### config.mk
export PLATFORM = sky130hd
export DESIGN_NAME = dmem_copier
export DESIGN_NICKNAME = d
export VERILOG_FILES = /design/src/rtl/dmem_copier.sv
export SDC_FILE = /design/constraint.sdc
export NUM_CORES = 1
export LEC_CHECK = 0
export BUFFER_PORTS_ARGS = -buffer_cell sky130_fd_sc_hd__buf_2
export CORE_MARGIN = 2
export CORE_UTILIZATION = 35
export CTS_CLUSTER_SIZE = 40
export DETAILED_ROUTE_END_ITERATION = 10
export PLACE_DENSITY = 0.61
export SETUP_SLACK_MARGIN = 0.5
export SLEW_MARGIN = 0
export SYNTH_ARGS = -nofsm -noshare
export SYNTH_HDL_FRONTEND = slang
export SYNTH_SLANG_ARGS = --single-unit
### constraint.sdc
create_clock -name clk -period 2 [get_ports clk]
set_clock_uncertainty 0.15 [all_clocks]
set_input_delay 0.4 -clock clk [delete_from_list [all_inputs] [get_ports clk]]
set_output_delay 0.4 -clock clk [all_outputs]
set_load 0.005 [all_outputs]
### src/rtl/dmem_copier.sv
// Word-block copy engine: owns the data-memory port while busy and moves
// len words from src to dst in ascending order, one read and one write per word.
module dmem_copier #(
    parameter int LEN_W = 7
) (
    input  logic             clk,
    input  logic             reset,
    input  logic             start,
    input  logic [31:0]      src,
    input  logic [31:0]      dst,
    input  logic [LEN_W-1:0] len,
    output logic             busy,
    output logic             done,
    output logic             err,
    output logic [31:0]      mem_a,
    output logic [31:0]      mem_wd,
    output logic             mem_we,
    input  logic [31:0]      mem_rd
);

    localparam logic [1:0] S_IDLE  = 2'd0;
    localparam logic [1:0] S_READ  = 2'd1;
    localparam logic [1:0] S_WRITE = 2'd2;
    localparam logic [1:0] S_DONE  = 2'd3;

    logic [1:0]       state_q,   state_d;
    logic [31:0]      cur_src_q, cur_src_d;
    logic [31:0]      cur_dst_q, cur_dst_d;
    logic [LEN_W-1:0] rem_q,     rem_d;
    logic [31:0]      data_q,    data_d;
    logic             err_q,     err_d;

    always_comb begin
        state_d   = state_q;
        cur_src_d = cur_src_q;
        cur_dst_d = cur_dst_q;
        rem_d     = rem_q;
        data_d    = data_q;
        err_d     = err_q;
        case (state_q)
            S_IDLE: begin
                if (start) begin
                    cur_src_d = src;
                    cur_dst_d = dst;
                    rem_d     = len;
                    err_d     = 1'b0;
                    if ((src[1:0] != 2'b00) || (dst[1:0] != 2'b00)) begin
                        err_d   = 1'b1;
                        state_d = S_DONE;
                    end else if (len == '0) begin
                        state_d = S_DONE;
                    end else begin
                        state_d = S_READ;
                    end
                end
            end
            S_READ: begin
                data_d  = mem_rd;
                state_d = S_WRITE;
            end
            S_WRITE: begin
                // Addresses wrap modulo 2^32 by construction of the 32-bit add.
                cur_src_d = cur_src_q + 32'd4;
                cur_dst_d = cur_dst_q + 32'd4;
                rem_d     = rem_q - 1'b1;
                state_d   = (rem_q == LEN_W'(1)) ? S_DONE : S_READ;
            end
            default: begin
                state_d = S_IDLE;
            end
        endcase
    end

    always_ff @(posedge clk) begin
        if (reset) begin
            state_q   <= S_IDLE;
            cur_src_q <= '0;
            cur_dst_q <= '0;
            rem_q     <= '0;
            data_q    <= '0;
            err_q     <= 1'b0;
        end else begin
            state_q   <= state_d;
            cur_src_q <= cur_src_d;
            cur_dst_q <= cur_dst_d;
            rem_q     <= rem_d;
            data_q    <= data_d;
            err_q     <= err_d;
        end
    end

    assign busy   = (state_q != S_IDLE);
    assign done   = (state_q == S_DONE);
    assign err    = err_q;
    // Reset gates the strobe so a word in flight is not committed to memory.
    assign mem_we = (state_q == S_WRITE) && !reset;
    assign mem_wd = (state_q == S_WRITE) ? data_q : 32'd0;
    assign mem_a  = (state_q == S_READ)  ? cur_src_q :
                    (state_q == S_WRITE) ? cur_dst_q : 32'd0;

endmodule

==> results of run 1 <==
## Yosys cell counts, types with 6 or more instances
master,instances,share of area (%)
nand3_1,23,1.9
and3_1,13,1.4
xnor2_1,13,1.9
xor2_1,7,1.0
o22ai_1,17,1.8
clkbuf_1,48,3.0
nor3_1,23,1.9
inv_1,17,1.1
dfxtp_1,106,35
nand4_1,12,1.2
nor2b_1,11,1.1
nor3b_1,6,0.75
a221oi_1,10,1.5
a22o_1,27,3.9
a21oi_1,80,6.6
nand2_1,119,7.4
a311oi_1,9,1.3
a31oi_1,9,0.93
and4_1,9,1.3
buf_1,9,0.56
o21ai_0,40,3.3
nor2_1,46,2.9
nor4_1,13,1.4
a211oi_1,19,2.4
buf_2,6,0.50
and2_1,33,3.4
## cell type report
type | instances | area [um^2] | share of cell area (%)
multi-input combinational | 609 | 4820 | 44.7
inverter | 17 | 76.3 | 0.708
clock buffer | 9 | 225 | 2.09
sequential | 106 | 2210 | 20.5
clock inverter | 7 | 92.6 | 0.859
timing repair buffer | 353 | 3080 | 28.6
tap | 220 | 275 | 2.55
## worst min path at each step
| stage | to | startpoint | slack [ns] | cells after the start |
|---|---|---|---|---|
| CTS | data_q[4]$_SDFFE_PP0P_ | mem_rd[4] | 0.10 | 3 |
| global route | data_q[4]$_SDFFE_PP0P_ | mem_rd[4] | 0.11 | 3 |
| global placement | data_q[18]$_SDFFE_PP0P_ | data_q[18]$_SDFFE_PP0P_ | 0.29 | 2 |
| floorplan | cur_src_q[0]$_SDFFE_PP0P_ | cur_src_q[0]$_SDFFE_PP0P_ | 0.29 | 2 |
| finish | data_q[27]$_SDFFE_PP0P_ | mem_rd[27] | 0.12 | 3 |
| detailed placement | data_q[20]$_SDFFE_PP0P_ | data_q[20]$_SDFFE_PP0P_ | 0.30 | 2 |
## registers in the layout (all words and copies together), names as in the netlist
| signal | flops |
|---|---|
| cur_dst_q | 32 |
| rem_q | 7 |
| cur_src_q | 32 |
| data_q | 32 |
| err | 1 |
| state_q | 2 |
## power by group
part | total (mW) | internal, mW | leakage [nW] | switching, mW
logic | 2.30 | 1.17 | 3.47 | 1.13
clock network | 1.97 | 1.01 | 0.158 | 0.953
registers | 2.55 | 2.31 | 0.889 | 0.240
total | 6.81 | 4.49 | 4.52 | 2.33
## cells by family after synthesis
group | count (synthesis)
xor gates and xnor gates | 20
AOI/OAI and AO/OA | 251
buffers and inverters | 82
muxes | 2
adders and majority gates | 4
and+or+nand+nor | 329
DFF | 106
## routing by layer
metal / global-route usage, % / part of all wire (%) / up-vias
met5: 0 / 0 / -
met4: 10.8 / 5.4 / 0
met3: 5.54 / 8.4 / 132
met2: 44.8 / 48 / 468
met1: 36.4 / 38 / 3730
li1: - / - / 3532
## worst max-delay path: cells and delay by family (launching register included)
kind                   cells  cell delay [ns]
flip-flops                 1             0.37
AO/OA/AOI/OAI              1             0.16
buffers and inverters      5             0.65
AND/OR/NAND/NOR            1             0.13
## through the flow
| step | utilization [%] | hold slack, ns | std cells |
|---|---|---|---|
| 2_1_floorplan | - | 0.286 | 794 |
| 6_report | 64.5 | 0.116 | 1321 |
| 3_3_place_gp | 46.5 | 0.292 | 1180 |
| 3_5_place_dp | 46.5 | 0.297 | 1180 |
| 5_1_grt | 64.5 | 0.114 | 1321 |
| 4_1_cts | 59.5 | 0.101 | 1289 |
## what timing repair did
| action | CTS | global route |
|---|---|---|
| resized for setup | 213 | 121 |
| gates cloned | 16 | 0 |
| pin swaps | 70 | 55 |
| setup buffers | 77 | 32 |
| endpoints found under the setup margin | 173 | 172 |
==> qor.txt, run 1 <==
Crit Path Class: flop to primary output
Commonest non-fill, non-tap cell in the layout: buf_2
Final Hold Viols: 0
Top cell by count, worst path: buf_6
DR WL/cell: 21.3 um
Critical-path maximum fanout: 6
GRT Total Usage: 27.7%
Mean Syn Cell Area: 7.58 um^2
FFs w/ async S/R, synth: 0%
Register area share after synthesis: 35.2%
Final instance area: 0.0108 mm^2
Status: finished with violations
Starting density of the core: 36.1%
P per Cell Area: 632 mW/mm^2
ANT cells: 0
Worst vdd ir: 528 uV
Placed Area: 0.00777 mm^2
WL final: 28,200 um
Synth unique cells: 62
Total CTS buffers: 9
Vias: 7,862
DRT antenna net count: 0
Compound-Gate Fraction of Synth Area: 27.5%
H-tree depth: 3
WP data required: 1.45 ns
Tightest Pin Transition: 0.520 ns
RSZ-0062 raised after global routing: true
Worst reg2reg path endpoint: cur_dst_q[25]$_SDFFE_PP0P_
I/O Pins: 174
Ratio of cells with drive above 1 in the final layout: 54.8%
# clock sinks: 106
Post-synthesis mux area share: 0.332%
Tmin final: 2.23 ns
DRT iter0 DRCs: 756
Die height: 135 um
Critical Path Source: state_q[0]$_SDFFE_PP0P_
Synth Flop Type: dfxtp_1
Area growth from synthesis to layout: 79.0%
Critical Path End Type: primary output
#FFs+latches synth: 106
Clk_lat worst skew: 0.36 ns
Leak Pwr: 4.52 nW
Initial antenna violation count: 0
Core area: 0.0167 mm^2
Startpoint Class: flop
Slew HR: 65.0%
First-pass GRT wire length: 39,300 um
Grt ovf: 0
Synth Cell Area: 0.00602 mm^2
Cell Rows: 47
CP arrival: 1.68 ns
Worst setup margin: -0.230 ns
Reg2Reg Depth: 5
CP cell instances: buf_6 -> nor2b_4 -> buf_6 -> buf_8 -> buf_12 -> a22o_1 -> buf_2
TNS Setup: -9.59 ns
Period Utilization, post-route: 112%
Post-CTS Hold Fix Bufs: 0
Clock Pin Slew Worst Setup and Hold Paths: 0.08 ns
Ys Warns: 0
# setup viols final: 67
Max Fclk: 0.448 GHz
Die Span X: 135 um
Routability Congestion: 0.853
CTS tree: done
Fillers: 1,310
Tot Pwr: 6.81 mW
Worst R2R Start: cur_dst_q[7]$_SDFFE_PP0P_
Most frequent cells in the layout: 153 x buf_2, 106 x nand2_1, 90 x buf_4
Adder-cell share of the synthesized area: 0.831%
Largest net degree at the start of global routing: 36
Clock root buffer: clkbuf_16
Vias in the first global route: 7,181
Pre-antenna DRT Iters: 5
Final net count: 1,206
Post-synth EDFFs: 0
CTS max path bufs: 2
Pre-CTS WS: 0.0517 ns
Hold crit path type: input port to flop
Max-cap violations: 0
Mapped Nets: 904
Die area: 0.0183 mm^2
Main combinational cell family by area after synthesis: simple AND/OR/NAND/NOR gates
Fin. max-slew vios: 0
Vias per cell: 5.95
Failing checks: setup timing
CP max-delay cell: dfxtp_4
IO buf count: 173
Simple-gate portion of the synthesized area: 27.9%
R2r setup slk: -0.09 ns
DRC violations left: 0
Syn Inst Count: 794
Detailed placement HPWL: 15,000 um
XOR/XNOR Fraction of Synth Area: 2.91%
CP peak stage delay: 0.37 ns
Critical Path Sink: mem_a[6]
Note: power is estimated with default switching activity, not from simulation.
==> inputs of run 2 (changes only) <==
--- a/config.mk
+++ b/config.mk
@@ -6,13 +6,13 @@
 export NUM_CORES = 1
 export LEC_CHECK = 0
 export BUFFER_PORTS_ARGS = -buffer_cell sky130_fd_sc_hd__buf_2
+export CORE_ASPECT_RATIO = 1.25
 export CORE_MARGIN = 2
 export CORE_UTILIZATION = 35
 export CTS_CLUSTER_SIZE = 40
 export DETAILED_ROUTE_END_ITERATION = 10
 export PLACE_DENSITY = 0.61
 export SETUP_SLACK_MARGIN = 0.5
-export SLEW_MARGIN = 0
 export SYNTH_ARGS = -nofsm -noshare
 export SYNTH_HDL_FRONTEND = slang
 export SYNTH_SLANG_ARGS = --single-unit
==> run 2 against run 1 <==
Critical endpoint is now mem_a[17]. Utilization fell by 1.8 points. Critical path depth is 2 lower. Largest power group unchanged. Sequential share of layout area rose by 0.55 points. Routed wire length down 3.6%. First-iteration DRC count shrank 25%. The flow still finishes with violations (setup timing). Combinational power is 8% lower. Register-to-register slack better by 0.12 ns. Power is 4.6% lower. Clock power shrank 6%. Fmax up 6.2%. Design area is 2.0% lower. Sequential cell count stayed put.
==> qor.txt, run 2 (same netlist as run 1, synthesis figures left out) <==
Status: finished with violations
Failing checks: setup timing
DR WL/cell: 20.7 um
Fillers: 1,415
Slew HR: 64.4%
Final net count: 1,197
CP cell instances: nor2b_4 -> buf_6 -> buf_12 -> a22o_1 -> buf_2
Period Utilization, post-route: 105%
Commonest non-fill, non-tap cell in the layout: buf_2
WL final: 27,200 um
Sw Share: 33.8%
Initial antenna violation count: 0
Cell Rows: 53
Clock network power share: 28.6%
Final Hold Viols: 0
# setup viols final: 64
Final instance area: 0.0106 mm^2
Worst setup margin: -0.0997 ns
Total CTS buffers: 9
DRT iter0 DRCs: 569
ANT cells: 0
R2r setup slk: 0.03 ns
Placed Area: 0.00787 mm^2
Startpoint Class: flop
Tmin final: 2.10 ns
Crit Path Class: flop to primary output
P per Cell Area: 616 mW/mm^2
Clk_lat worst skew: 0.36 ns
Detailed placement HPWL: 15,600 um
Critical-path maximum fanout: 6
Clock Pin Slew Worst Setup and Hold Paths: 0.08 ns
Post-CTS Hold Fix Bufs: 0
Sequential cell area: 0.00222 mm^2
Most frequent cells in the layout: 139 x buf_2, 106 x buf_4, 96 x nand2_1
TNS Setup: -2.50 ns
CP arrival: 1.55 ns
Ratio of cells with drive above 1 in the final layout: 53.9%
Max Fclk: 0.476 GHz
Area of the multi-input gates: 0.00464 mm^2
Core area: 0.0168 mm^2
Area growth from synthesis to layout: 75.3%
Starting density of the core: 35.8%
Die height: 151 um
GRT Total Usage: 26.5%
CTS tree: done
Worst vdd ir: 458 uV
Routability Congestion: 0.886
I/O Pins: 174
First-pass GRT wire length: 37,600 um
CP max-delay cell: dfxtp_4
CTS max path bufs: 2
Pre-antenna DRT Iters: 5
Largest net degree at the start of global routing: 56
WP data required: 1.45 ns
Hold crit path type: input port to flop
# clock sinks: 106
Vias: 7,703
Hold Path Cell Cnt: 3
Int Pwr: 4.30 mW
Clock root buffer: clkbuf_16
Fin. max-slew vios: 0
DRT antenna net count: 0
Reg power frac: 38.8%
Tightest Pin Transition: 0.529 ns
Max-cap violations: 0
Leak Pwr: 4.42 nW
CP peak stage delay: 0.37 ns
Top flop regs: cur_dst_q: 32 flops, cur_src_q: 32 flops, data_q: 32 flops
Reg2Reg Depth: 10
Tot Pwr: 6.50 mW
Combinational share of power: 32.6%
Hold slack final: 0.121 ns
Die Span X: 121 um
Vias per cell: 5.87
H-tree depth: 3
DRC violations left: 0
IO buf count: 173
RSZ-0062 raised after global routing: true
Critical Path End Type: primary output
Grt ovf: 0
Vias in the first global route: 7,044
Sw Pwr: 2.20 mW
Die area: 0.0183 mm^2
-- run 2: cell count changes in the layout (fill, tap and decap cells not counted), sizes merged --
cell	previous run	this run
nand2	120	119
buf	353	340
inv	22	18
clkinvlp	0	2
clkbuf	9	16
nor2	47	46
bufinv	1	0
bufbuf	0	1
clkinv	1	3
nand3	26	25
-- run 2: per-layer routing --
| metal | track usage, % | vias up | share of wire [%] |
|---|---|---|---|
| li1 | - | 3515 | - |
| met1 | 32.4 | 3687 | 38 |
| met2 | 46.4 | 412 | 50 |
| met3 | 3.22 | 89 | 7.2 |
| met4 | 12.1 | 0 | 4.5 |
| met5 | 0 | - | 0 |
-- run 2: critical path: cells and delay by family, from the launching register on --
family | cells | cell delay, ns
AOI/OAI and AO/OA | 1 | 0.18
buffers and inverters | 3 | 0.43
DFF | 1 | 0.37
and+or+nand+nor | 1 | 0.20
-- run 2: through the flow --
stage	cells	util, %	worst slack [ns]
floorplan	794	-	0.199
global placement	1187	46.7	0.0973
detailed placement	1187	46.7	0.0840
CTS	1269	56.4	-0.0830
global route	1312	62.7	-0.131
finish	1312	62.7	-0.0997
-- run 2: timing repair --
| action | CTS | global route |
|---|---|---|
| setup endpoints to repair | 173 | 170 |
| gates resized for setup | 157 | 140 |
| pin swaps | 60 | 63 |
| cloned | 7 | 7 |
| setup buffers | 59 | 36 |
-- run 2: final timing paths --
path                           start                          to
min reg2reg  data_q[16]$_SDFFE_PP0P_     data_q[16]$_SDFFE_PP0P_
max          state_q[1]$_SDFFE_PP0P_                   mem_a[17]
min                       mem_rd[27]     data_q[27]$_SDFFE_PP0P_
max reg2reg  state_q[1]$_SDFFE_PP0P_  cur_src_q[15]$_SDFFE_PP0P_
-- run 2: cell type report --
class / instances / area share (%)
Multi-Input combinational cell: 606 / 43.9
Timing Repair Buffer: 347 / 28.7
Inverter: 17 / 0.747
Tap cell: 220 / 2.61
Sequential cell: 106 / 21.0
Clock buffer: 10 / 2.37
Clock inverter: 6 / 0.545
-- run 2: power groups by stage --
stage	combinational (mW)	clock (mW)	sequential, mW
floorplan	0.852	0	2.52
global placement	1.35	0	2.56
detailed placement	1.36	0	2.57
CTS	1.76	1.88	2.51
global route	2.24	1.96	2.55
finish	2.12	1.86	2.52
